==> src/rtl/audio_sample_sequencer_pkg.sv <==
// Shared types and defaults for the audio sample sequencer: FSM state encoding,
// default widths/depth and the midscale helper used for reset values.
package audio_seq_pkg;

    localparam int N_DEF       = 10;
    localparam int FW_DEF      = 10;
    localparam int DEPTH_DEF   = 4;
    localparam int TIMEOUT_DEF = 255;

    typedef enum logic [2:0] {
        IDLE,
        LATCH,
        START,
        WAIT,
        STORE
    } seq_state_t;

    function automatic logic [31:0] midscale(input int n);
        return 32'd1 << (n - 1);
    endfunction

endpackage

==> src/rtl/audio_sample_sequencer_if.sv <==
// Start/done handshake and operand bus between the sequencer (master) and the
// IIR difference-equation block (slave).
interface audio_sample_sequencer_if
    import audio_seq_pkg::*;
#(
    parameter int N  = N_DEF,
    parameter int FW = FW_DEF
);
    logic          filt_start;
    logic [N-1:0]  filt_x0;
    logic [N-1:0]  filt_x1;
    logic [N-1:0]  filt_y1;
    logic [FW-1:0] filt_f_word;
    logic          filt_type_q;
    logic          filt_done;
    logic [N-1:0]  filt_y;

    modport master (
        output filt_start, filt_x0, filt_x1, filt_y1, filt_f_word, filt_type_q,
        input  filt_done, filt_y
    );

    modport slave (
        input  filt_start, filt_x0, filt_x1, filt_y1, filt_f_word, filt_type_q,
        output filt_done, filt_y
    );
endinterface

==> src/rtl/audio_sample_sequencer_sync.sv <==
// seq_sync_edge: two-flop synchronizer for an asynchronous level, plus a
// registered one-cycle rising-edge pulse.
module seq_sync_edge (
    input  logic clk,
    input  logic reset_n,
    input  logic d_i,
    output logic sync_o,
    output logic rise_o
);
    logic meta_q;
    logic sync_q;
    logic prev_q;
    logic rise_q;

    always_ff @(posedge clk or negedge reset_n) begin
        if (!reset_n) begin
            meta_q <= 1'b0;
            sync_q <= 1'b0;
            prev_q <= 1'b0;
            rise_q <= 1'b0;
        end else begin
            meta_q <= d_i;
            sync_q <= meta_q;
            prev_q <= sync_q;
            rise_q <= sync_q & ~prev_q;
        end
    end

    assign sync_o = sync_q;
    assign rise_o = rise_q;
endmodule

==> src/rtl/audio_sample_sequencer.sv <==
// Sequences ADC samples through the IIR block and buffers results for the PWM DAC.
// Optional build macro SEQ_STATS_EN adds saturating overrun/underrun counters.
module audio_sample_sequencer
    import audio_seq_pkg::*;
#(
    parameter int N       = N_DEF,
    parameter int FW      = FW_DEF,
    parameter int DEPTH   = DEPTH_DEF,
    parameter int TIMEOUT = TIMEOUT_DEF
) (
    input  logic                     clk,
    input  logic                     reset_n,
    input  logic                     audio_valid,
    input  logic [N-1:0]             audio_adc,
    input  logic                     pot_valid,
    input  logic [FW-1:0]            pot_word,
    input  logic                     filt_type,
    audio_sample_sequencer_if.master filt,
    input  logic                     pwm_ready,
    output logic [N-1:0]             duty_val,
    output logic                     busy,
    output logic                     fault
`ifdef SEQ_STATS_EN
    ,
    output logic [7:0]               overrun_cnt,
    output logic [7:0]               underrun_cnt
`endif
);
    localparam int AW = $clog2(DEPTH);
    localparam int TW = $clog2(TIMEOUT + 1);
    localparam logic [N-1:0] MID = N'(midscale(N));

    // Index 0: audio_valid, 1: pot_valid, 2: pwm_ready.
    logic [2:0] async_in;
    logic [2:0] rise_v;
    logic [2:0] sync_unused;
    logic       type_sync;
    logic       type_rise_unused;

    assign async_in = {pwm_ready, pot_valid, audio_valid};

    generate
        for (genvar gi = 0; gi < 3; gi++) begin : g_sync
            seq_sync_edge u_sync (
                .clk    (clk),
                .reset_n(reset_n),
                .d_i    (async_in[gi]),
                .sync_o (sync_unused[gi]),
                .rise_o (rise_v[gi])
            );
        end
    endgenerate

    seq_sync_edge u_type_sync (
        .clk    (clk),
        .reset_n(reset_n),
        .d_i    (filt_type),
        .sync_o (type_sync),
        .rise_o (type_rise_unused)
    );

    logic audio_rise, pot_rise, pwm_rise;
    assign audio_rise = rise_v[0];
    assign pot_rise   = rise_v[1];
    assign pwm_rise   = rise_v[2];

    // Pot settings are staged here and only copied to the filter in LATCH.
    logic [FW-1:0] pend_f_q;
    logic          pend_t_q;

    always_ff @(posedge clk or negedge reset_n) begin
        if (!reset_n) begin
            pend_f_q <= '0;
            pend_t_q <= 1'b0;
        end else if (pot_rise) begin
            pend_f_q <= pot_word;
            pend_t_q <= type_sync;
        end
    end

    seq_state_t    state_q;
    logic          start_q;
    logic [N-1:0]  x0_q, x1_q, y1_q, result_q;
    logic [FW-1:0] f_word_q;
    logic          type_q;
    logic [TW-1:0] tmo_q;
    logic          fault_q;
    logic          push_q;

    always_ff @(posedge clk or negedge reset_n) begin
        if (!reset_n) begin
            state_q  <= IDLE;
            start_q  <= 1'b0;
            x0_q     <= MID;
            x1_q     <= MID;
            y1_q     <= MID;
            result_q <= MID;
            f_word_q <= '0;
            type_q   <= 1'b0;
            tmo_q    <= '0;
            fault_q  <= 1'b0;
            push_q   <= 1'b0;
        end else begin
            start_q <= 1'b0;
            push_q  <= 1'b0;
            case (state_q)
                IDLE: if (audio_rise) state_q <= LATCH;
                LATCH: begin
                    x1_q     <= x0_q;
                    x0_q     <= audio_adc;
                    f_word_q <= pend_f_q;
                    type_q   <= pend_t_q;
                    start_q  <= 1'b1;
                    state_q  <= START;
                end
                START: begin
                    tmo_q   <= '0;
                    state_q <= WAIT;
                end
                WAIT: begin
                    if (filt.filt_done) begin
                        result_q <= filt.filt_y;
                        state_q  <= STORE;
                    end else if (tmo_q == TW'(TIMEOUT)) begin
                        // Filter never answered: hold the previous output.
                        fault_q  <= 1'b1;
                        result_q <= y1_q;
                        state_q  <= STORE;
                    end else begin
                        tmo_q <= tmo_q + 1'b1;
                    end
                end
                STORE: begin
                    y1_q    <= result_q;
                    push_q  <= 1'b1;
                    state_q <= IDLE;
                end
                default: state_q <= IDLE;
            endcase
        end
    end

    assign filt.filt_start  = start_q;
    assign filt.filt_x0     = x0_q;
    assign filt.filt_x1     = x1_q;
    assign filt.filt_y1     = y1_q;
    assign filt.filt_f_word = f_word_q;
    assign filt.filt_type_q = type_q;
    assign busy             = (state_q != IDLE);
    assign fault            = fault_q;

    // Output FIFO; the push payload is y1, which STORE has just refreshed.
    logic [N-1:0] mem [DEPTH];
    logic [AW:0]  wr_ptr_q, rd_ptr_q, wr_ptr_d, rd_ptr_d;
    logic         fifo_empty, fifo_full, pop_ok, push_ok;
    logic [N-1:0] duty_q;

    always_comb begin
        fifo_empty = (wr_ptr_q == rd_ptr_q);
        fifo_full  = (wr_ptr_q[AW] != rd_ptr_q[AW]) &&
                     (wr_ptr_q[AW-1:0] == rd_ptr_q[AW-1:0]);
        pop_ok     = pwm_rise && !fifo_empty;
        push_ok    = push_q && (!fifo_full || pop_ok);
        wr_ptr_d   = push_ok ? wr_ptr_q + 1'b1 : wr_ptr_q;
        rd_ptr_d   = pop_ok ? rd_ptr_q + 1'b1 : rd_ptr_q;
    end

    always_ff @(posedge clk) begin
        if (push_ok) mem[wr_ptr_q[AW-1:0]] <= y1_q;
    end

    always_ff @(posedge clk or negedge reset_n) begin
        if (!reset_n) begin
            wr_ptr_q <= '0;
            rd_ptr_q <= '0;
            duty_q   <= MID;
        end else begin
            wr_ptr_q <= wr_ptr_d;
            rd_ptr_q <= rd_ptr_d;
            if (pop_ok) duty_q <= mem[rd_ptr_q[AW-1:0]];
        end
    end

    assign duty_val = duty_q;

`ifdef SEQ_STATS_EN
    logic [7:0] overrun_q, underrun_q, overrun_d, underrun_d;
    logic [8:0] over_sum, under_sum;
    logic       audio_drop, push_drop, pwm_under;

    always_comb begin
        audio_drop = audio_rise && (state_q != IDLE);
        push_drop  = push_q && !push_ok;
        pwm_under  = pwm_rise && fifo_empty;
        over_sum   = {1'b0, overrun_q} + 9'(audio_drop) + 9'(push_drop);
        under_sum  = {1'b0, underrun_q} + 9'(pwm_under);
        overrun_d  = over_sum[8] ? 8'hFF : over_sum[7:0];
        underrun_d = under_sum[8] ? 8'hFF : under_sum[7:0];
    end

    always_ff @(posedge clk or negedge reset_n) begin
        if (!reset_n) begin
            overrun_q  <= '0;
            underrun_q <= '0;
        end else begin
            overrun_q  <= overrun_d;
            underrun_q <= underrun_d;
        end
    end

    assign overrun_cnt  = overrun_q;
    assign underrun_cnt = underrun_q;
`endif
endmodule

==> src/flat_wrapper.sv <==
// flat-port wrapper written by rule: the top's interface ports become plain ports
module audio_sample_sequencer_flat import audio_seq_pkg::*;
#(
    parameter int N       = N_DEF,
    parameter int FW      = FW_DEF,
    parameter int DEPTH   = DEPTH_DEF,
    parameter int TIMEOUT = TIMEOUT_DEF
)
  (clk, reset_n, audio_valid, audio_adc, pot_valid, pot_word, filt_type, pwm_ready, duty_val, busy, fault, filt_filt_start, filt_filt_x0, filt_filt_x1, filt_filt_y1, filt_filt_f_word, filt_filt_type_q, filt_filt_done, filt_filt_y);
  audio_sample_sequencer_if #(.N(N), .FW(FW)) filt_i ();
  input  logic clk;
  input  logic reset_n;
  input  logic audio_valid;
  input  logic [N-1:0] audio_adc;
  input  logic pot_valid;
  input  logic [FW-1:0] pot_word;
  input  logic filt_type;
  input  logic pwm_ready;
  output logic [N-1:0] duty_val;
  output logic busy;
  output logic fault;
  output wire logic [$bits(filt_i.filt_start)-1:0] filt_filt_start;
  output wire logic [$bits(filt_i.filt_x0)-1:0] filt_filt_x0;
  output wire logic [$bits(filt_i.filt_x1)-1:0] filt_filt_x1;
  output wire logic [$bits(filt_i.filt_y1)-1:0] filt_filt_y1;
  output wire logic [$bits(filt_i.filt_f_word)-1:0] filt_filt_f_word;
  output wire logic [$bits(filt_i.filt_type_q)-1:0] filt_filt_type_q;
  input wire logic [$bits(filt_i.filt_done)-1:0] filt_filt_done;
  input wire logic [$bits(filt_i.filt_y)-1:0] filt_filt_y;
  assign filt_filt_start = filt_i.filt_start;
  assign filt_filt_x0 = filt_i.filt_x0;
  assign filt_filt_x1 = filt_i.filt_x1;
  assign filt_filt_y1 = filt_i.filt_y1;
  assign filt_filt_f_word = filt_i.filt_f_word;
  assign filt_filt_type_q = filt_i.filt_type_q;
  assign filt_i.filt_done = filt_filt_done;
  assign filt_i.filt_y = filt_filt_y;
  audio_sample_sequencer #(.N(N), .FW(FW), .DEPTH(DEPTH), .TIMEOUT(TIMEOUT)) u_core (.clk(clk), .reset_n(reset_n), .audio_valid(audio_valid), .audio_adc(audio_adc), .pot_valid(pot_valid), .pot_word(pot_word), .filt_type(filt_type), .filt(filt_i), .pwm_ready(pwm_ready), .duty_val(duty_val), .busy(busy), .fault(fault));
endmodule
==> config.mk <==
export PLATFORM = sky130hd
export DESIGN_NAME = audio_sample_sequencer_flat
export DESIGN_NICKNAME = d
export VERILOG_FILES = /design/src/rtl/audio_sample_sequencer_pkg.sv /design/src/rtl/audio_sample_sequencer_if.sv /design/src/rtl/audio_sample_sequencer_sync.sv /design/src/rtl/audio_sample_sequencer.sv /design/src/flat_wrapper.sv
export SDC_FILE = /design/constraint.sdc
export NUM_CORES = 1
export LEC_CHECK = 0
export BUFFER_PORTS_ARGS = -buffer_cell sky130_fd_sc_hd__buf_2
export CAP_MARGIN = 15
export CORE_UTILIZATION = 30
export CTS_CLUSTER_DIAMETER = 120
export DETAILED_ROUTE_END_ITERATION = 8
export PLACE_DENSITY_LB_ADDON = 0.25
export SYNTH_ARGS = -nofsm -noshare
export SYNTH_HDL_FRONTEND = slang
export SYNTH_SLANG_ARGS = --single-unit
==> constraint.sdc <==
create_clock -name clk -period 1.6 [get_ports clk]
set_input_delay 0.16 -clock clk [delete_from_list [all_inputs] [get_ports clk]]
set_output_delay 0.16 -clock clk [all_outputs]
set_load 0.01 [all_outputs]
==> impl_metrics.csv <==
group,metric,value,unit
worst_setup_path,path_depth,5,
final_layout,layout-area-overhead-vs-synth,33.8,%
final_layout,fin_nets,528,
sta,maxSlewViolCount,0,
route,drt-initial-drc-count,116,
hold_path,hold_path.class,"in2reg",
sta,slew_headroom,61.1,%
worst_setup_path,reg2reg_depth,5,
placement,dp_hpwl,7090,µm
synth,yosys.area_share.xor_xnor,1.38,%
synth,synth_simple_gate_area_share,4.16,%
route,drc_errors,0,
synth,yosysSeqAreaShare,67.6,%
clock_network,clock_latency,0.42,ns
route,finalWirelength,11000,µm
synth,synthFlopType,"dfrtp_1",
sta,setup_ws,0.0601,ns
clock_network,htreeDepth,4,
worst_setup_path,slowest_stage,"dfrtp_1",
synth,synth-compound-area-share,2.47,%
grt,gr-total-overflow,0,
worst_setup_path,cp.arrival,1.84,ns
placement,placed_cells,668,
worst_setup_path,critical_path_class,"reg2reg",
grt,grt_max_degree,107,
hold_path,hold_depth,3,
grt,grt_pass1_wl,18100,µm
final_layout,mostFrequentLayoutCell,"dfrtp_1",
final_layout,stdcell_count,732,
worst_setup_path,crit_start,"u_core.tmo_q[1]",
placement,place_ws,0.000605,ns
worst_setup_path,critPathCapture,"u_core.result_q[4]",
power,total_power,13.9,mW
final_layout,n_antenna_cell,0,
worst_setup_path,crit_required,1.90,ns
synth,ys_ff_latch,146,
final_layout,nFillCells,1685,
placement,numPortBuffers,90,
sta,post-route-period-util,96.2,%
route,antenna_left,0,
route,wl_per_cell,15.0,µm
final_layout,layout_common_cells,"dfrtp_1, buf_2, mux2_2, edfxtp_1",
synth,synth.top_cell.area_share,44.2,%
sta,finalClockSkew,0.00870,ns
floorplanning,fp.coreArea,18700,µm²
status,status,"complete, no violations",
synth,yosysTopAreaCell,"dfrtp_1",
worst_setup_path,crit_family,"flip-flops",
worst_setup_path,critical_path_buf_inv_count,0,
sta,worst_pin_slew,0.584,ns
floorplanning,fp-row-count,50,
power,p_per_area,1820,nW/µm²
placement,gp_congestion,0.725,
route,vias_per_cell,4.45,
synth,synthesis.area,5710,µm²
flow_run,cap_violations,0,
synth,ys_warn_count,0,
synth,synthDistinctLibCells,46,
floorplanning,die_area,19600,µm²
clock_network,cts_buffers,17,
sta,finalSetupViolCount,0,
synth,synth_area_leaders,"dfrtp_1, edfxtp_1, mux2_2",
clock_network,clock-sinks,146,
sta,period_needed,1.54,ns
final_layout,drive_above_1_share,53.8,%
synth,synth_top_family_by_area,"multiplexers",
grt,antenna_found_initial,0,
sta,fmax,649,MHz
synth,async_flop_share,72.6,%
floorplanning,start_util,30.5,%
clock_network,clkSlewWorstSetupHoldPaths,0.07,ns
worst_setup_path,end_kind,"flop",
power,p_leak,3.28,nW
worst_setup_path,r2r_slack,0.06,ns
clock_network,cts_root_buf,"clkbuf_16",
sta,tns,0,ns
synth,netlist_instances,331,
grt,first_global_vias,3497,
worst_setup_path,path_max_fanout,6,
route,num_vias,3257,
worst_setup_path,worstSetupStartpointType,"flop",
power,max-vdd-ir-drop,0.000857,V
clock_network,clock_path_buffers,2,
worst_setup_path,timing.rr.end,"u_core.result_q[4]",
synth,synth.area.mux_share,21.2,%
synth,synth_edf_count,40,
synth,synth_adder_area_share,1.31,%
worst_setup_path,slowest_delay,0.40,ns
worst_setup_path,path_cells,"ha_4 > nand3_4 > o21ai_4 > and3_4 > mux2_4",
grt,grt_usage,12.1,%
route,first_pass_iters,4,
worst_setup_path,regToRegStartpoint,"u_core.tmo_q[1]",
floorplanning,dieWidth,140,µm
sta,hold_violations,0,
floorplanning,io_pins,91,
synth,avgSynthCellArea,17.3,µm²
clock_network,cts_tree,"built",
floorplanning,die_h,140,µm
synth,syn-num-nets,374,
[area by class of cell]
cell class                 count  area [µm²]  area share [%]
timing repair buffer         145        1010            13.2
inverter                       9        33.8           0.442
sequential                   146        3860            50.5
tap                          234         293            3.83
clock buffer                  17         425            5.57
clock inverter                15         185            2.42
multi-input combinational    166        1830            24.0
[flip-flops by register name, summed over array words and instances (netlist names), 8 cells and up]
signal,count
u_core.result_q,10
u_core.filt.filt_x0,10
u_core.tmo_q,8
u_core.filt.filt_f_word,10
u_core.duty_val,10
u_core.pend_f_q,10
u_core.filt.filt_y1,10
u_core.filt.filt_x1,10
u_core.mem,40
[power by group]
group / internal [mW] / switching [mW]
logic: 2.37 / 1.76
registers: 4.97 / 0.706
clock network: 2.38 / 1.71
[synth_stat cells, types with 3 or more instances]
library cell / n
a31oi_1: 3
and2_1: 4
buf_4: 5
dfrtp_1: 101
dfstp_2: 5
edfxtp_1: 40
ha_1: 6
inv_1: 9
mux2_2: 75
mux2_4: 8
mux4_2: 10
nand2_1: 4
nor2_1: 7
nor2b_1: 3
nor3_1: 4
o21ai_0: 4
xnor2_1: 6
xor2_1: 3
[worst min path at each step]
stage	from	end	slack, ns
2_1_floorplan	reset_n	u_core.duty_val[0]	-0.14
3_3_place_gp	pwm_ready	u_core.g_sync[2].u_sync.meta_q	0.27
3_5_place_dp	pwm_ready	u_core.g_sync[2].u_sync.meta_q	0.27
4_1_cts	filt_filt_y[1]	u_core.result_q[1]	0.08
5_1_grt	filt_filt_y[0]	u_core.result_q[0]	0.10
6_report	filt_filt_y[2]	u_core.result_q[2]	0.10
[cell families (layout without fill, tap and decap cells)]
kind of cell / Yosys count / after routing
flops: 146 / 146
mux: 95 / 95
simple gates: 36 / 37
buf+inv: 20 / 186
compound gates: 19 / 19
xor+xnor: 9 / 9
fa+ha+maj: 6 / 6
[through the flow]
stage / instance area [µm²] / utilization (%) / hold WS (ns)
after floorplan: 5720 / - / -0.136
after global placement: 6660 / 35.6 / 0.270
after detailed placement: 6660 / 35.6 / 0.269
after CTS: 7580 / 40.5 / 0.0844
after global routing: 7640 / 40.9 / 0.101
final: 7640 / 40.9 / 0.105
[repair_timing]
| item | in CTS | in global routing |
|---|---|---|
| hold endpoints to repair | 125 | 0 |
| hold buffers | 25 | 0 |
| setup endpoints to repair | 8 | 30 |
| setup buffers | 4 | 3 |
| resized for setup | 5 | 11 |
| pin swaps | 0 | 3 |
| cloned | 1 | 0 |
[worst reg2reg max path: cells and delay by family (launching register included)]
kind | cells | cell delay [ns]
adder cells (fa/ha/maj) | 1 | 0.17
AO/OA/AOI/OAI | 1 | 0.16
AND/OR/NAND/NOR | 2 | 0.38
multiplexers | 1 | 0.31
flip-flops | 1 | 0.40
[layer usage]
| layer | GRT usage [%] | wire length (µm) | part of all wire, % | up-vias |
|---|---|---|---|---|
| met4 | 4.51 | 154 | 1.4 | 0 |
| met2 | 20.5 | 5510 | 50 | 82 |
| met5 | 0 | 0 | 0 | - |
| met3 | 4.14 | 522 | 4.8 | 16 |
| met1 | 14.3 | 4770 | 44 | 1632 |
| li1 | - | - | - | 1527 |
Note: power is estimated with default switching activity, not from simulation.
